**config.mk**
```make
export PLATFORM = sky130hd
export DESIGN_NAME = game_tick_scheduler
export DESIGN_NICKNAME = d
export VERILOG_FILES = /design/src/rtl/game_tick_scheduler.sv
export SDC_FILE = /design/constraint.sdc
export NUM_CORES = 1
export LEC_CHECK = 0
export ABC_AREA = 1
export CAP_MARGIN = 20
export CORE_MARGIN = 1.5
export CORE_UTILIZATION = 60
export CTS_BUF_LIST = sky130_fd_sc_hd__clkbuf_8
export DETAILED_ROUTE_END_ITERATION = 8
export GPL_TIMING_DRIVEN = 0
export PLACE_DENSITY = 0.91
export SYNTH_ARGS = -nofsm -noshare
export SYNTH_HDL_FRONTEND = slang
export SYNTH_SLANG_ARGS = --single-unit
```
**constraint.sdc**
```tcl
create_clock -name clk -period 5.6 [get_ports clk]
set_input_delay 1.12 -clock clk [delete_from_list [all_inputs] [get_ports clk]]
set_output_delay 1.12 -clock clk [all_outputs]
set_load 0.1 [all_outputs]
```
**src/rtl/game_tick_scheduler.sv**
```systemverilog
// Tick scheduler: divides clk into a base tick, then derives three per-channel
// tick strobes (ch0 physics, ch1 scroll, ch2 score/blink) with run/pause/stop control.
//
// state  | meaning
// -------+---------------------------------------------------------------
// IDLE   | stopped; prescaler, channel counters and frame_cnt held at zero
// RUN    | prescaler advancing, strobes emitted, config writes stalled
// PAUSED | everything frozen, config writes accepted
module game_tick_scheduler #(
    parameter int unsigned PRESCALE  = 500000,
    parameter int unsigned PW        = 20,
    parameter int unsigned DIV0_INIT = 1,
    parameter int unsigned DIV1_INIT = 2,
    parameter int unsigned DIV2_INIT = 50
) (
    input  logic        clk,
    input  logic        reset,
    input  logic        start,
    input  logic        stop,
    input  logic        pause,
    input  logic        cfg_valid,
    output logic        cfg_ready,
    input  logic [1:0]  cfg_chan,
    input  logic [7:0]  cfg_div,
    output logic        base_tick,
    output logic [2:0]  tick,
    output logic [1:0]  state,
    output logic [15:0] frame_cnt
);

    typedef enum logic [1:0] {
        ST_IDLE   = 2'd0,
        ST_RUN    = 2'd1,
        ST_PAUSED = 2'd2
    } state_t;

    localparam logic [PW-1:0] PRE_LAST = PW'(PRESCALE - 1);
    localparam logic [7:0]    DIV0_RST = 8'(DIV0_INIT);
    localparam logic [7:0]    DIV1_RST = 8'(DIV1_INIT);
    localparam logic [7:0]    DIV2_RST = 8'(DIV2_INIT);

    state_t        cur_state;
    state_t        nxt_state;
    logic [PW-1:0] prescaler;
    logic [7:0]    div [3];
    logic [7:0]    cnt [3];
    logic          advance;
    logic          base_event;
    logic          cfg_wr;

    always_comb begin
        nxt_state = cur_state;
        if (stop) begin
            nxt_state = ST_IDLE;
        end else begin
            case (cur_state)
                ST_IDLE:   if (start)  nxt_state = ST_RUN;
                ST_RUN:    if (pause)  nxt_state = ST_PAUSED;
                ST_PAUSED: if (!pause) nxt_state = ST_RUN;
                default:   nxt_state = ST_IDLE;
            endcase
        end
    end

    // Only count on edges that stay in RUN, so a strobe never lands outside RUN
    // and the edge that enters PAUSED freezes the period rather than consuming it.
    assign advance    = (cur_state == ST_RUN) && (nxt_state == ST_RUN);
    assign base_event = advance && (prescaler == PRE_LAST);
    assign cfg_ready  = (cur_state != ST_RUN);
    assign cfg_wr     = cfg_valid && cfg_ready;
    assign state      = cur_state;

    always_ff @(posedge clk) begin
        if (reset) begin
            cur_state <= ST_IDLE;
            prescaler <= '0;
            base_tick <= 1'b0;
            tick      <= '0;
            frame_cnt <= '0;
            div[0]    <= DIV0_RST;
            div[1]    <= DIV1_RST;
            div[2]    <= DIV2_RST;
            for (int i = 0; i < 3; i++) begin
                cnt[i] <= '0;
            end
        end else begin
            cur_state <= nxt_state;
            base_tick <= 1'b0;
            tick      <= '0;

            if (nxt_state == ST_IDLE) begin
                prescaler <= '0;
                frame_cnt <= '0;
                for (int i = 0; i < 3; i++) begin
                    cnt[i] <= '0;
                end
            end else if (advance) begin
                if (base_event) begin
                    prescaler <= '0;
                    base_tick <= 1'b1;
                    frame_cnt <= frame_cnt + 16'd1;
                    for (int i = 0; i < 3; i++) begin
                        if (div[i] == 8'd0) begin
                            cnt[i] <= '0;
                        end else if (cnt[i] == div[i] - 8'd1) begin
                            tick[i] <= 1'b1;
                            cnt[i]  <= '0;
                        end else begin
                            cnt[i] <= cnt[i] + 8'd1;
                        end
                    end
                end else begin
                    prescaler <= prescaler + 1'b1;
                end
            end

            // Writes are only accepted outside RUN, so they never race a base event.
            if (cfg_wr) begin
                for (int i = 0; i < 3; i++) begin
                    if (cfg_chan == 2'(i)) begin
                        div[i] <= cfg_div;
                        cnt[i] <= '0;
                    end
                end
            end
        end
    end

endmodule

```
==> results of run 1 <==
-- through the flow --
| stage | hold WS [ns] | setup slack [ns] | instances | power, W | instance area (µm²) |
|---|---|---|---|---|---|
| 3_3_place_gp | 0.477 | 2.31 | 815 | 0.000819 | 5520 |
| 6_report | 0.502 | 2.44 | 832 | 0.00125 | 5720 |
| 4_1_cts | 0.508 | 2.42 | 831 | 0.00124 | 5710 |
| 2_1_floorplan | 0.456 | 2.40 | 672 | 0.000790 | 5010 |
| 5_1_grt | 0.535 | 2.38 | 832 | 0.00128 | 5720 |
| 3_5_place_dp | 0.493 | 2.27 | 815 | 0.000826 | 5520 |
-- placed cells by master, fill, tap and decap left out, types with 22 or more instances in the layout --
cell type,synthesis,layout
a21oi_1,36,36
nand3_1,57,57
xor2_1,26,26
nand2_1,144,144
clkdlybuf4s50_1,0,38
edfxtp_1,32,32
dfxtp_1,58,58
nor3_1,22,22
nor2_1,93,93
inv_1,92,94
-- power by group through the flow --
stage | combinational, W | sequential [W] | clock (W)
global placement | 0.0000979 | 0.000721 | 0
CTS | 0.000104 | 0.000707 | 0.000429
finish | 0.000106 | 0.000707 | 0.000432
global route | 0.000117 | 0.000709 | 0.000453
floorplan | 0.0000696 | 0.000721 | 0
detailed placement | 0.000103 | 0.000722 | 0
-- worst max path at each step --
stage	cells after the start	endpoint	slack, ns	startpoint
after global routing	3	cfg_ready	2.38	state[1]$_SDFF_PP0_
after floorplan	6	div[0][0]$_SDFFCE_PP1P_	2.40	state[1]$_SDFF_PP0_
after detailed placement	8	cnt[0][22]$_SDFFCE_PP0P_	2.27	reset
after CTS	3	cfg_ready	2.42	state[1]$_SDFF_PP0_
final	3	cfg_ready	2.44	state[1]$_SDFF_PP0_
after global placement	8	cnt[0][22]$_SDFFCE_PP0P_	2.31	reset
-- registers in the layout, summed over array words and instances (netlist names) --
signal	count
cnt	24
div	24
prescaler	20
frame_cnt	16
tick	3
state	2
base_tick	1
-- per-layer routing --
metal  vias to the layer above  wire (µm)  share of wire  global-route usage
met1                      2143       4850           0.42               0.326
met4                         0        274          0.024               0.116
met3                        25        581          0.050              0.0515
li1                       2275          -              -                   -
met5                         -          0              0                   0
met2                       168       5870           0.51               0.486
-- critical path, stage by stage (launching register included) --
cell and delay [ns]:
dfxtp_1 0.40, nor2_1 0.07, inv_1 0.07, clkdlybuf4s50_1 1.13
-- final cells by class --
| cell class | count | area share |
|---|---|---|
| buffer | 8 | 0.00744 |
| clock buffer | 9 | 0.0217 |
| multi-input combinational | 480 | 0.436 |
| clock inverter | 7 | 0.0109 |
| inverter | 94 | 0.0617 |
| tap | 105 | 0.0230 |
| sequential | 90 | 0.371 |
| timing repair buffer | 39 | 0.0679 |
-- cell families (layout without fill, tap and decap cells) --
family,Yosys count,after routing,share of synthesized area
xor+xnor,45,45,0.0787
simple gates,362,362,0.324
compound gates,63,63,0.0697
flops,90,90,0.424
fa+ha+maj,10,10,0.0250
buf+inv,102,157,0.0789
==> flow_summary.json, run 1 <==
{
  "p_seq_frac": 0.568,
  "wl_per_cell_um": 13.9,
  "status": "completed",
  "diodes": 0,
  "p_leak_nw": 2.22,
  "dp_hpwl_um": 8720,
  "maxCapViolCount": 0,
  "core_area_um2": 8130,
  "regToRegEndpoint": "cnt[0][17]$_SDFFCE_PP0P_",
  "p_sw_frac": 0.251,
  "insertion_delay_ns": 0.37,
  "fp-row-count": 33,
  "clock-root-buffer": "clkbuf_8",
  "final-seq-area_um2": 2120,
  "fmax_mhz": 317,
  "min_from": "frame_cnt[15]$_SDFFE_PP0P_",
  "power_frac_comb": 0.085,
  "worstPathArrival_ns": 2.04,
  "antenna_found_initial": 0,
  "synthCells": 672,
  "postCtsHoldBufs": 0,
  "async_flop_share": 0,
  "ys_seq_area_frac": 0.424,
  "timing.rr.start": "prescaler[0]$_SDFFE_PP0N_",
  "slew_violations": 0,
  "synth_nets": 698,
  "clk_pin_slew_ns": 0.10,
  "synth_most_common_cell": "nand2_1",
  "final_hold_viol_count": 0,
  "die_height_um": 94.4,
  "cts_sinks": 90,
  "cp.required_ns": 4.48,
  "drt_iter0_markers": 241,
  "end_kind": "output pin",
  "cp_max_fo": 5,
  "synthTopCellsByCount": "nand2_1 (144), nor2_1 (93), inv_1 (92)",
  "maxSlewHeadroom": 0.345,
  "synth_flop_cell": "dfxtp_1",
  "cts_buffers": 9,
  "multiInputGateArea_um2": 2490,
  "post_cts_resized": 0,
  "yosysTopAreaCell": "dfxtp_1",
  "firstDrtPassIters": 5,
  "reg2regPathDepth": 8,
  "cts_tree": "built",
  "num-nets-final": 748,
  "syn-mean-instance-area_um2": 7.46,
  "finalSetupViolations": 0,
  "post-route-drc-count": 0,
  "worstMarginPinSlew_ns": 0.979,
  "yosysTopAreaCellShare": 0.232,
  "syn_area_um2": 5010,
  "finalCriticalPeriod_ns": 3.16,
  "finalSetupTns_ns": 0,
  "finalWirelength_um": 11600,
  "postCtsSetupRepairBufs": 0,
  "reg2reg_slack_ns": 3.33,
  "clkPwrFrac": 0.347,
  "gr-total-overflow": 0,
  "die-area_um2": 8910,
  "ant_nets": 0,
  "grt_max_degree": 15,
  "fillers": 597,
  "die_w_um": 94.4,
  "rsz0062_at_grt": "no",
  "critical_path_class": "reg -> out",
  "cts_max_level": 3,
  "period_share": 0.564,
  "drive_above_1_share": 0.0564,
  "hold_path_end": "frame_cnt[15]$_SDFFE_PP0P_",
  "netSwitchingPower_w": 0.000312,
  "grt_pass1_vias": 4420,
  "grt_use_total": 0.275,
  "yosys_warnings": 0,
  "ys_types": 38,
  "io_pins": 39,
  "areaGrowthSynthToFinish_pct": 14.1,
  "cp-start-kind": "flip-flop",
  "via_per_inst": 5.54,
  "whs_path_depth": 2,
  "grt_pass1_wl_um": 19200,
  "io_buffers": 38,
  "synth_top_cells_by_area": "dfxtp_1 (23%), edfxtp_1 (19%), nand2_1 (11%)",
  "place_congestion": 0.936,
  "power_density_nw_per_um2": 218,
  "hold_class": "reg -> reg",
  "intPower_w": 0.000933,
  "start_util": 0.616,
  "synth-seq-cells": 90,
  "clockBufferDepth": 2,
  "vias": 4611,
  "postLayoutCoreUtil": 0.703,
  "fin_skew_ns": 0.0169,
  "synth-edff-count": 32,
  "peakVddDrop_uv": 152
}
Power figures use the tool's default switching activity.
==> run 2, diff against run 1 <==
==> constraint.sdc (replaced) <==
create_clock -name clk -period 3.27 [get_ports clk]
set_input_delay 0.654 -clock clk [delete_from_list [all_inputs] [get_ports clk]]
set_output_delay 0.654 -clock clk [all_outputs]
set_load 0.1 [all_outputs]
==> results of run 2 <==
Same layout as run 1 (identical final DEF). Status: completed.
Among the figures that moved: setup slack after placement 2.27 ns -> 0.405 ns; setup slack after layout 2.44 ns -> 0.579 ns; register-to-register setup slack 3.33 ns -> 1.00 ns; total power 0.00125 W -> 0.00213 W; worst IR drop on VDD 152 µV -> 260 µV
==> run 3, diff against run 2 <==
==> constraint.sdc (replaced) <==
create_clock -name clk -period 2.5 [get_ports clk]
set_input_delay 0.5 -clock clk [delete_from_list [all_inputs] [get_ports clk]]
set_output_delay 0.5 -clock clk [all_outputs]
set_load 0.1 [all_outputs]
==> flow_summary.json, run 3 (same netlist as run 1, synthesis figures left out) <==
{
  "period_share": 0.979,
  "die-area_um2": 8910,
  "gr-total-overflow": 0,
  "peakVddDrop_uv": 402,
  "grt_pass1_wl_um": 19000,
  "cts_sinks": 90,
  "num-nets-final": 747,
  "final_hold_viol_count": 0,
  "cts_tree": "built",
  "via_per_inst": 5.55,
  "grt_max_degree": 15,
  "fin_skew_ns": 0.00819,
  "die_height_um": 94.4,
  "drt_iter0_markers": 257,
  "cp_cell_sequence": "clkdlybuf4s50_1",
  "slew_violations": 0,
  "clockBufferDepth": 2,
  "vias": 4612,
  "cp_slowest_stage_delay_ns": 1.17,
  "final_common_cell": "nand2_1",
  "finalSetupViolations": 0,
  "dp_hpwl_um": 8700,
  "cts_buffers": 9,
  "finalCriticalPeriod_ns": 2.45,
  "final_cell_mix": "nand2_1 (144), nor2_1 (93), inv_1 (93), nand3_1 (57), dfxtp_1 (56)",
  "postCtsHoldBufs": 0,
  "post-route-drc-count": 0,
  "io_buffers": 38,
  "finalWirelength_um": 11400,
  "core_area_um2": 8130,
  "cp.required_ns": 2.00,
  "hold_class": "reg -> reg",
  "p_leak_nw": 2.33,
  "cp_max_fo": 5,
  "largestRegisters": "cnt (24), div (24), prescaler (20)",
  "worstMarginPinSlew_ns": 0.990,
  "firstDrtPassIters": 5,
  "critical_path_class": "reg -> out",
  "ant_nets": 0,
  "critPathBufInv": 1,
  "maxSlewHeadroom": 0.338,
  "fp-row-count": 33,
  "cts_max_level": 3,
  "die_w_um": 94.4,
  "status": "completed",
  "grt_use_total": 0.271,
  "postPlaceCellArea_um2": 5530,
  "fmax_mhz": 408,
  "antenna_found_initial": 0,
  "diodes": 0,
  "clk_pin_slew_ns": 0.09,
  "cpMaxStageDelayCell": "clkdlybuf4s50_1",
  "drive_above_1_share": 0.0606,
  "cp-start-kind": "flip-flop",
  "io_pins": 39,
  "cp_top_family": "buffers and inverters",
  "worstPathArrival_ns": 1.95,
  "grt_pass1_vias": 4390,
  "insertion_delay_ns": 0.36,
  "postCtsSetupRepairBufs": 0,
  "end_kind": "output pin",
  "power_density_nw_per_um2": 484,
  "place_congestion": 0.931,
  "fillers": 623,
  "areaGrowthSynthToFinish_pct": 14.3,
  "maxCapViolCount": 0,
  "start_util": 0.616,
  "wl_per_cell_um": 13.7,
  "clock-root-buffer": "clkbuf_8",
  "fin_area_um2": 5730,
  "hold_ws_ns": 0.498
}
-- run 3: cell count changes in the layout (fill, tap and decap cells not counted), sizes merged --
cell,change
clkinvlp,+2
clkinv,-1
clkdlybuf4s50,-9
dlymetal6s2s,+6
inv,-1
clkbuf,-1
dlygate4sd2,+3
-- run 3: metrics by stage --
stage	utilization	total power [W]	instances	worst slack, ns	setup TNS (ns)
after global routing	0.704	0.00286	831	-0.000651	-0.000651
final	0.704	0.00277	831	0.0519	0
after detailed placement	0.680	0.00185	815	-0.192	-3.50
after CTS	0.702	0.00278	831	0.00407	0
after global placement	0.680	0.00184	815	-0.205	-2.14
after floorplan	-	0.00177	672	0.101	0
-- run 3: worst paths after layout --
path / start / slack, ns / endpoint / cells after the start
setup reg to reg: prescaler[0]$_SDFFE_PP0N_ / 0.25 / cnt[0][16]$_SDFFCE_PP0P_ / 8
hold reg to reg: frame_cnt[15]$_SDFFE_PP0P_ / 0.50 / frame_cnt[15]$_SDFFE_PP0P_ / 2
hold / removal: frame_cnt[15]$_SDFFE_PP0P_ / 0.50 / frame_cnt[15]$_SDFFE_PP0P_ / 2
setup / recovery: frame_cnt[10]$_SDFFE_PP0P_ / 0.05 / frame_cnt[10] / 1
-- run 3: layout make-up --
cell class	count	area, µm²	area share
Clock buffer	9	124	0.0216
Clock inverter	7	62.6	0.0109
Buffer	8	42.5	0.00743
Tap cell	105	131	0.0229
Inverter	94	357	0.0623
Timing Repair Buffer	38	392	0.0684
Multi-Input combinational cell	480	2490	0.435
Sequential cell	90	2120	0.371
-- run 3: report_power, final --
part	total, W	internal, W	leakage (nW)	switching [W]
Clock	0.000949	0.000451	0.0976	0.000498
Combinational	0.000236	0.0000869	1.44	0.000149
Sequential	0.00158	0.00155	0.796	0.0000348
Total	0.00277	0.00209	2.33	0.000682
-- run 3: routing by layer --
metal  part of all wire  routed length (µm)  global-route usage
met2               0.51                5780               0.477
met5                  0                   0                   0
met4              0.026                 293               0.129
met1               0.42                4740               0.320
met3              0.050                 575              0.0459
-- run 3: what timing repair did --
item / 4_1_cts / 5_1_grt
gates resized for setup: 3 / 6
setup endpoints to repair: 3 / 6
pin swaps: 0 / 0
